==> config.mk <==
export PLATFORM = sky130hd
export DESIGN_NAME = nrisc_decode_regfile
export DESIGN_NICKNAME = d
export VERILOG_FILES = /design/src/rtl/nrisc_decode_regfile.sv
export SDC_FILE = /design/constraint.sdc
export NUM_CORES = 1
export LEC_CHECK = 0
export CAP_MARGIN = 20
export CORE_MARGIN = 2
export CORE_UTILIZATION = 30
export DETAILED_ROUTE_END_ITERATION = 8
export PLACE_DENSITY = 0.51
export SYNTH_ARGS = -nofsm -noshare
export SYNTH_HDL_FRONTEND = slang
export SYNTH_SLANG_ARGS = --single-unit
==> constraint.sdc <==
create_clock -name i_clk -period 5.9 [get_ports i_clk]
set_clock_uncertainty 0.05 [all_clocks]
set_input_delay 0.59 -clock i_clk [delete_from_list [all_inputs] [get_ports i_clk]]
set_output_delay 0.59 -clock i_clk [all_outputs]
set_load 0.02 [all_outputs]
==> src/rtl/nrisc_decode_regfile.sv <==
// -----------------------------------------------------------------------------
// nrisc_decode_regfile
// Decode/register stage of the 8-bit nRisc single-cycle core. It holds the
// opcode control unit, the 2-to-3-bit rs-field widener and the 8x8 register
// file.
//
// Ports
//   i_clk              rising-edge clock
//   i_rst              synchronous active-high reset
//   i_instrucao[7:0]   [7:5] opcode, [4:3] rs field, [2:0] rt / immediate
//   i_reg_escrito[2:0] write index (from the external RegDest mux)
//   i_dado_escrito_reg write data (from the external MemToReg/MoveReg muxes)
//   o_reg_lido1[2:0]   widened rs index {1'b0, rs}
//   o_dado_lido1       R[o_reg_lido1]
//   o_dado_lido2       R[i_instrucao[2:0]]
//   o_dado_a0          R[0], always visible
//   o_mem_to_reg .. o_reg_dest  single-bit datapath strobes
//   o_ula_op[1:0]      00 add, 01 sub, 10 pass operand2, 11 set-less-than
// -----------------------------------------------------------------------------
module nrisc_decode_regfile (
    input  logic       i_clk,
    input  logic       i_rst,
    input  logic [7:0] i_instrucao,
    input  logic [2:0] i_reg_escrito,
    input  logic [7:0] i_dado_escrito_reg,
    output logic [2:0] o_reg_lido1,
    output logic [7:0] o_dado_lido1,
    output logic [7:0] o_dado_lido2,
    output logic [7:0] o_dado_a0,
    output logic       o_mem_to_reg,
    output logic       o_esc_mem,
    output logic       o_ler_mem,
    output logic       o_branch,
    output logic       o_ula_fonte,
    output logic       o_esc_reg,
    output logic       o_jump,
    output logic       o_esc_pc,
    output logic       o_move_reg,
    output logic       o_reg_dest,
    output logic [1:0] o_ula_op
);

    typedef enum logic [2:0] {
        OP_ADD = 3'b000,
        OP_SUB = 3'b001,
        OP_SLT = 3'b010,
        OP_LD  = 3'b011,
        OP_ST  = 3'b100,
        OP_BEQ = 3'b101,
        OP_JR  = 3'b110,
        OP_MOV = 3'b111
    } opcode_t;

    localparam logic [1:0] ULA_ADD  = 2'b00;
    localparam logic [1:0] ULA_SUB  = 2'b01;
    localparam logic [1:0] ULA_PASS = 2'b10;
    localparam logic [1:0] ULA_SLT  = 2'b11;

    opcode_t    w_opcode;
    logic [2:0] w_rs_idx;
    logic [2:0] w_rt_idx;

    // Raw decode before reset gating
    logic       w_mem_to_reg;
    logic       w_esc_mem;
    logic       w_ler_mem;
    logic       w_branch;
    logic       w_ula_fonte;
    logic       w_esc_reg;
    logic       w_jump;
    logic       w_esc_pc;
    logic       w_move_reg;
    logic       w_reg_dest;
    logic [1:0] w_ula_op;

    logic [7:0] r_regs [8];

    assign w_opcode = opcode_t'(i_instrucao[7:5]);

    // The rs field is only two bits wide, so rs can only name R0..R3.
    assign w_rs_idx = {1'b0, i_instrucao[4:3]};
    assign w_rt_idx = i_instrucao[2:0];

    // ------------------------------------------------------------------
    // Control unit
    // ------------------------------------------------------------------
    always_comb begin
        w_mem_to_reg = 1'b0;
        w_esc_mem    = 1'b0;
        w_ler_mem    = 1'b0;
        w_branch     = 1'b0;
        w_ula_fonte  = 1'b0;
        w_esc_reg    = 1'b0;
        w_jump       = 1'b0;
        w_esc_pc     = 1'b1;
        w_move_reg   = 1'b0;
        w_reg_dest   = 1'b0;
        w_ula_op     = ULA_ADD;
        case (w_opcode)
            OP_ADD: begin
                w_esc_reg = 1'b1;
                w_ula_op  = ULA_ADD;
            end
            OP_SUB: begin
                w_esc_reg = 1'b1;
                w_ula_op  = ULA_SUB;
            end
            OP_SLT: begin
                // SLT always writes its flag to R1
                w_esc_reg  = 1'b1;
                w_reg_dest = 1'b1;
                w_ula_op   = ULA_SLT;
            end
            OP_LD: begin
                w_ler_mem    = 1'b1;
                w_mem_to_reg = 1'b1;
                w_ula_fonte  = 1'b1;
                w_esc_reg    = 1'b1;
                w_ula_op     = ULA_PASS;
            end
            OP_ST: begin
                w_esc_mem   = 1'b1;
                w_ula_fonte = 1'b1;
                w_ula_op    = ULA_PASS;
            end
            OP_BEQ: begin
                w_branch = 1'b1;
                w_ula_op = ULA_SUB;
            end
            OP_JR: begin
                w_jump = 1'b1;
            end
            OP_MOV: begin
                w_move_reg = 1'b1;
                w_esc_reg  = 1'b1;
            end
            default: begin
                w_esc_pc = 1'b1;
            end
        endcase
    end

    // While reset is held no strobe may request a state update anywhere
    // in the core, so every control output is squashed here.
    always_comb begin
        o_mem_to_reg = w_mem_to_reg & ~i_rst;
        o_esc_mem    = w_esc_mem    & ~i_rst;
        o_ler_mem    = w_ler_mem    & ~i_rst;
        o_branch     = w_branch     & ~i_rst;
        o_ula_fonte  = w_ula_fonte  & ~i_rst;
        o_esc_reg    = w_esc_reg    & ~i_rst;
        o_jump       = w_jump       & ~i_rst;
        o_esc_pc     = w_esc_pc     & ~i_rst;
        o_move_reg   = w_move_reg   & ~i_rst;
        o_reg_dest   = w_reg_dest   & ~i_rst;
        o_ula_op     = i_rst ? 2'b00 : w_ula_op;
    end

    // ------------------------------------------------------------------
    // Register file: single write port, asynchronous reads, no bypass
    // ------------------------------------------------------------------
    always_ff @(posedge i_clk) begin
        if (i_rst) begin
            for (int i = 0; i < 8; i++) begin
                r_regs[i] <= 8'h00;
            end
        end else if (w_esc_reg) begin
            r_regs[i_reg_escrito] <= i_dado_escrito_reg;
        end
    end

    assign o_reg_lido1  = w_rs_idx;
    assign o_dado_lido1 = r_regs[w_rs_idx];
    assign o_dado_lido2 = r_regs[w_rt_idx];
    assign o_dado_a0    = r_regs[0];

endmodule

# Yosys cells after proc, flatten, opt, wreduce, memory -nomap -nowiden
# Memories as Yosys holds them, arrays and structs flattened.
# Cells that the tools add are included.
[word_totals]
reg_bits = 0
ram_bits = 64
inputBits = 21
output_inout_bits = 39
elab_cells = 40
n_memories = 1
[mem_list]
columns = ["memory", "words", "width", "rd", "rd_ports_with_merged_regs", "write_ports", "line", "text"]
rows = [
  ["r_regs", 8, 8, 3, 0, 8, "76", "logic [7:0] r_regs [8];"],
]
[classes]
eq_ne = 7
muxes = 18
bitwise_logic = 9
reduce_logical = 5
[ops]
columns = ["cell", "n"]
rows = [
  ["$mux W1", 14],
  ["$eq A3 B3 Y1 const B", 4],
  ["$and A1 B1 Y1", 8],
  ["$mux W8", 1],
  ["$reduce_or A8 Y1", 1],
  ["$eq A3 B2 Y1 const B", 2],
  ["$pmux W2 S3", 1],
  ["$reduce_or A5 Y1", 1],
  ["$reduce_or A2 Y1", 2],
  ["$eq A3 B1 Y1 const B", 1],
  ["$logic_not A3 Y1", 1],
  ["$mux W3", 1],
  ["$mux W2", 1],
  ["$not A1 Y1", 1],
]

# Longest topological paths before layout
[logic_depth]
word_depth = 8
depth_mapped = 4
depth_no_buf = 2

# Worst setup path after synthesis
# Ideal clock, no wire load.
[synth_timing]
kind = "input port to output port"
start = "input port i_rst"
end = "output port o_mem_to_reg"
arrival_time_ns = 1.790
required_time_ns = 5.260
slack_ns = 3.470
path_stages = 4
n_path_buf = 3
path_cell_list = "clkbuf_1 clkbuf_1 nor3_1 buf_4"
[synth_via]
elab_chain_len = 2
[synth_lines]
columns = ["item", "line", "text"]
rows = [
  ["start, declared", "22", "input logic i_rst,"],
  ["$not A1 Y1", "n/a", ""],
  ["$and A1 B1 Y1", "n/a", ""],
  ["end, declared", "30", "output logic o_mem_to_reg,"],
]
# Every way passes these cells.

# Final worst setup path
[layout_timing]
start = "input port i_instrucao[0]"
end = "output port o_dado_lido2[1]"
[layout_via]
elab_chain_len = 1
[layout_lines]
columns = ["item", "line", "text"]
rows = [
  ["start, declared", "23", "input logic [7:0] i_instrucao,"],
  ["$mem_v2 Z8 W8", "n/a", ""],
  ["end, declared", "28", "output logic [7:0] o_dado_lido2,"],
]
# Every way passes these cells.

==> out/qor.txt <==
max FFs per register: 64
syn nets: 252
Finished Layout Cells: 421
Global Route Usage Sum: 15.7%
final setup fails: 0
core area: 11,500 µm²
delay-heaviest family, CP: buffers and inverters
vias in the first global route: 2,434
worst path buffer plus inverter count: 2
post-synth top area share: 53.8%
actual slew at the worst max-slew pin: 1.11 ns
pwr/cell area: 271 nW/µm²
worst min path class: in2reg
GP Congestion: 0.720
# DRC: 4
DP HPWL: 6100 µm
FF+latch count, synth: 64
H-tree Lvls: 3
WP data arrival: 3.26 ns
area leader, netlist: edfxtp_1
area added between synthesis and finish: 25.4%
peak supply drop: 0.139 mV
Pleak: 1.39 nW
CP Cell Sequence: clkdlybuf4s50_1, mux4_1, mux2_2, clkdlybuf4s50_1
initial antenna violation count: 0
sequential fraction of the synthesis area: 53.8%
CP Class: in2out
cts repair resizes: 0
Final Hold Viols: 0
initial core utilization: 31.0%
top cells by area, synth: edfxtp_1, nor4b_1, mux4_1
share of layout cells above drive strength 1: 13.7%
# hold bufs at CTS: 0
min cycle time layout: 3.90 ns
drt first pass iters: 7
Cell Rows: 39
outcome: complete, but fails checks
Tot Pwr: 1.21 mW
Ys Warns: 0
Remaining Overflow, GRT: 0
Slowest-stage cell, CP: clkdlybuf4s50_1
CTS tree: yes
Detailed Route WL: 9910 µm
Tcrit/Tclk final: 66.0%
count of cell types in the netlist: 27
CP peak stage delay: 1.16 ns
number of routed nets with antenna violations: 0
postcts setup bufs: 0
Clock Sinks: 64
Top Registers: r_regs x64
placed insts: 403
RSZ-0062 raised after global routing: no
IO Count: 60
die area: 12,800 µm²
Inserted Clock Buffers: 9
maximum fanout along the worst path: 16
diode count: 0
via count: 2,384
Biggest register: r_regs
Synth Area per Inst: 15.5 µm²
routed len/inst: 23.5 µm
post-place instance area: 4200 µm²
initial DRC count: 227
Critical Path End Type: output pin
port buffer count: 58
# Max-Cap Violations: 0
max-slew violations: 0
commonest cells after routing, fill and taps aside: nor4b_1, edfxtp_1, clkdlybuf4s50_1, mux4_1, clkbuf_16
Die X-Extent: 113 µm
Syn Std Cell Area: 3570 µm²
Cells after Synth: 231
layout net count: 295
startpoint types: primary input
required time worst endpoint: 5.26 ns
Final Cell Area: 4480 µm²
violated checks: design-rule violations
Slew HR: 25.4%
clk root buf: clkbuf_16
Setup TNS: 0 ns
Hold WS: 1.09 ns
first-pass GRT wire length: 14,900 µm
max frequency: 0.257 GHz
CP dominant cell by count: clkdlybuf4s50_1
Clock Path Buffers: 2
Worst-path clk slew: 0.05 ns
largest net degree at the start of global routing: 74
Via density: 5.66
Die Height: 113 µm
==> where the power goes <==
group	switching (mW)	leakage [nW]	internal, mW
clock	0.171	0.119	0.279
sequential	0.0134	0.621	0.535
combinational	0.113	0.653	0.102
==> kinds of logic after synthesis <==
family | share of synthesized area, %
AOI/OAI and AO/OA | 1.82
buffers and inverters | 5.29
DFF | 53.8
muxes | 19.3
other | 0.105
and+or+nand+nor | 19.6
==> final cells by class <==
type,count,area (µm²)
timing repair buffer,66,652
fill,1081,7040
tap,143,179
multi-input combinational,131,1470
inverter,2,7.51
clock buffer,13,240
sequential,64,1920
clock inverter,2,7.51
==> synthesized netlist by cell type, drive strengths merged <==
cell / number
nand3b: 3
nor3: 2
a21boi: 1
or4b: 1
clkbuf: 14
or3: 1
nand2: 1
o31ai: 1
mux4: 24
o21ai: 8
conb: 1
inv: 2
nand2b: 4
nor4b: 64
nor2: 4
buf: 20
edfxtp: 64
mux2: 8
a21oi: 2
nand3: 1
or3b: 5
==> final timing paths <==
path                         endpoint  cells past startpoint                  start  slack [ns]
worst min-delay path     r_regs[7][6]                      2  i_dado_escrito_reg[6]        1.09
worst max-delay path  o_dado_lido2[1]                      4         i_instrucao[0]        2.00
==> per-layer routing <==
metal  up-vias  track usage (%)  share of wire, %
met3         5             3.16               5.8
li1       1069                -                 -
met2        70             24.5                48
met4         0             5.69               1.3
met5         -                0                 0
met1      1240             21.9                45
==> stage by stage <==
step / util, % / worst slack (ns)
after floorplan: - / 3.47
after detailed placement: 36.5 / 2.02
after global placement: 36.4 / 2.04
after CTS: 38.6 / 2.01
final: 38.9 / 2.00
after global routing: 38.9 / 1.90
Note: power is estimated with default switching activity, not from simulation.
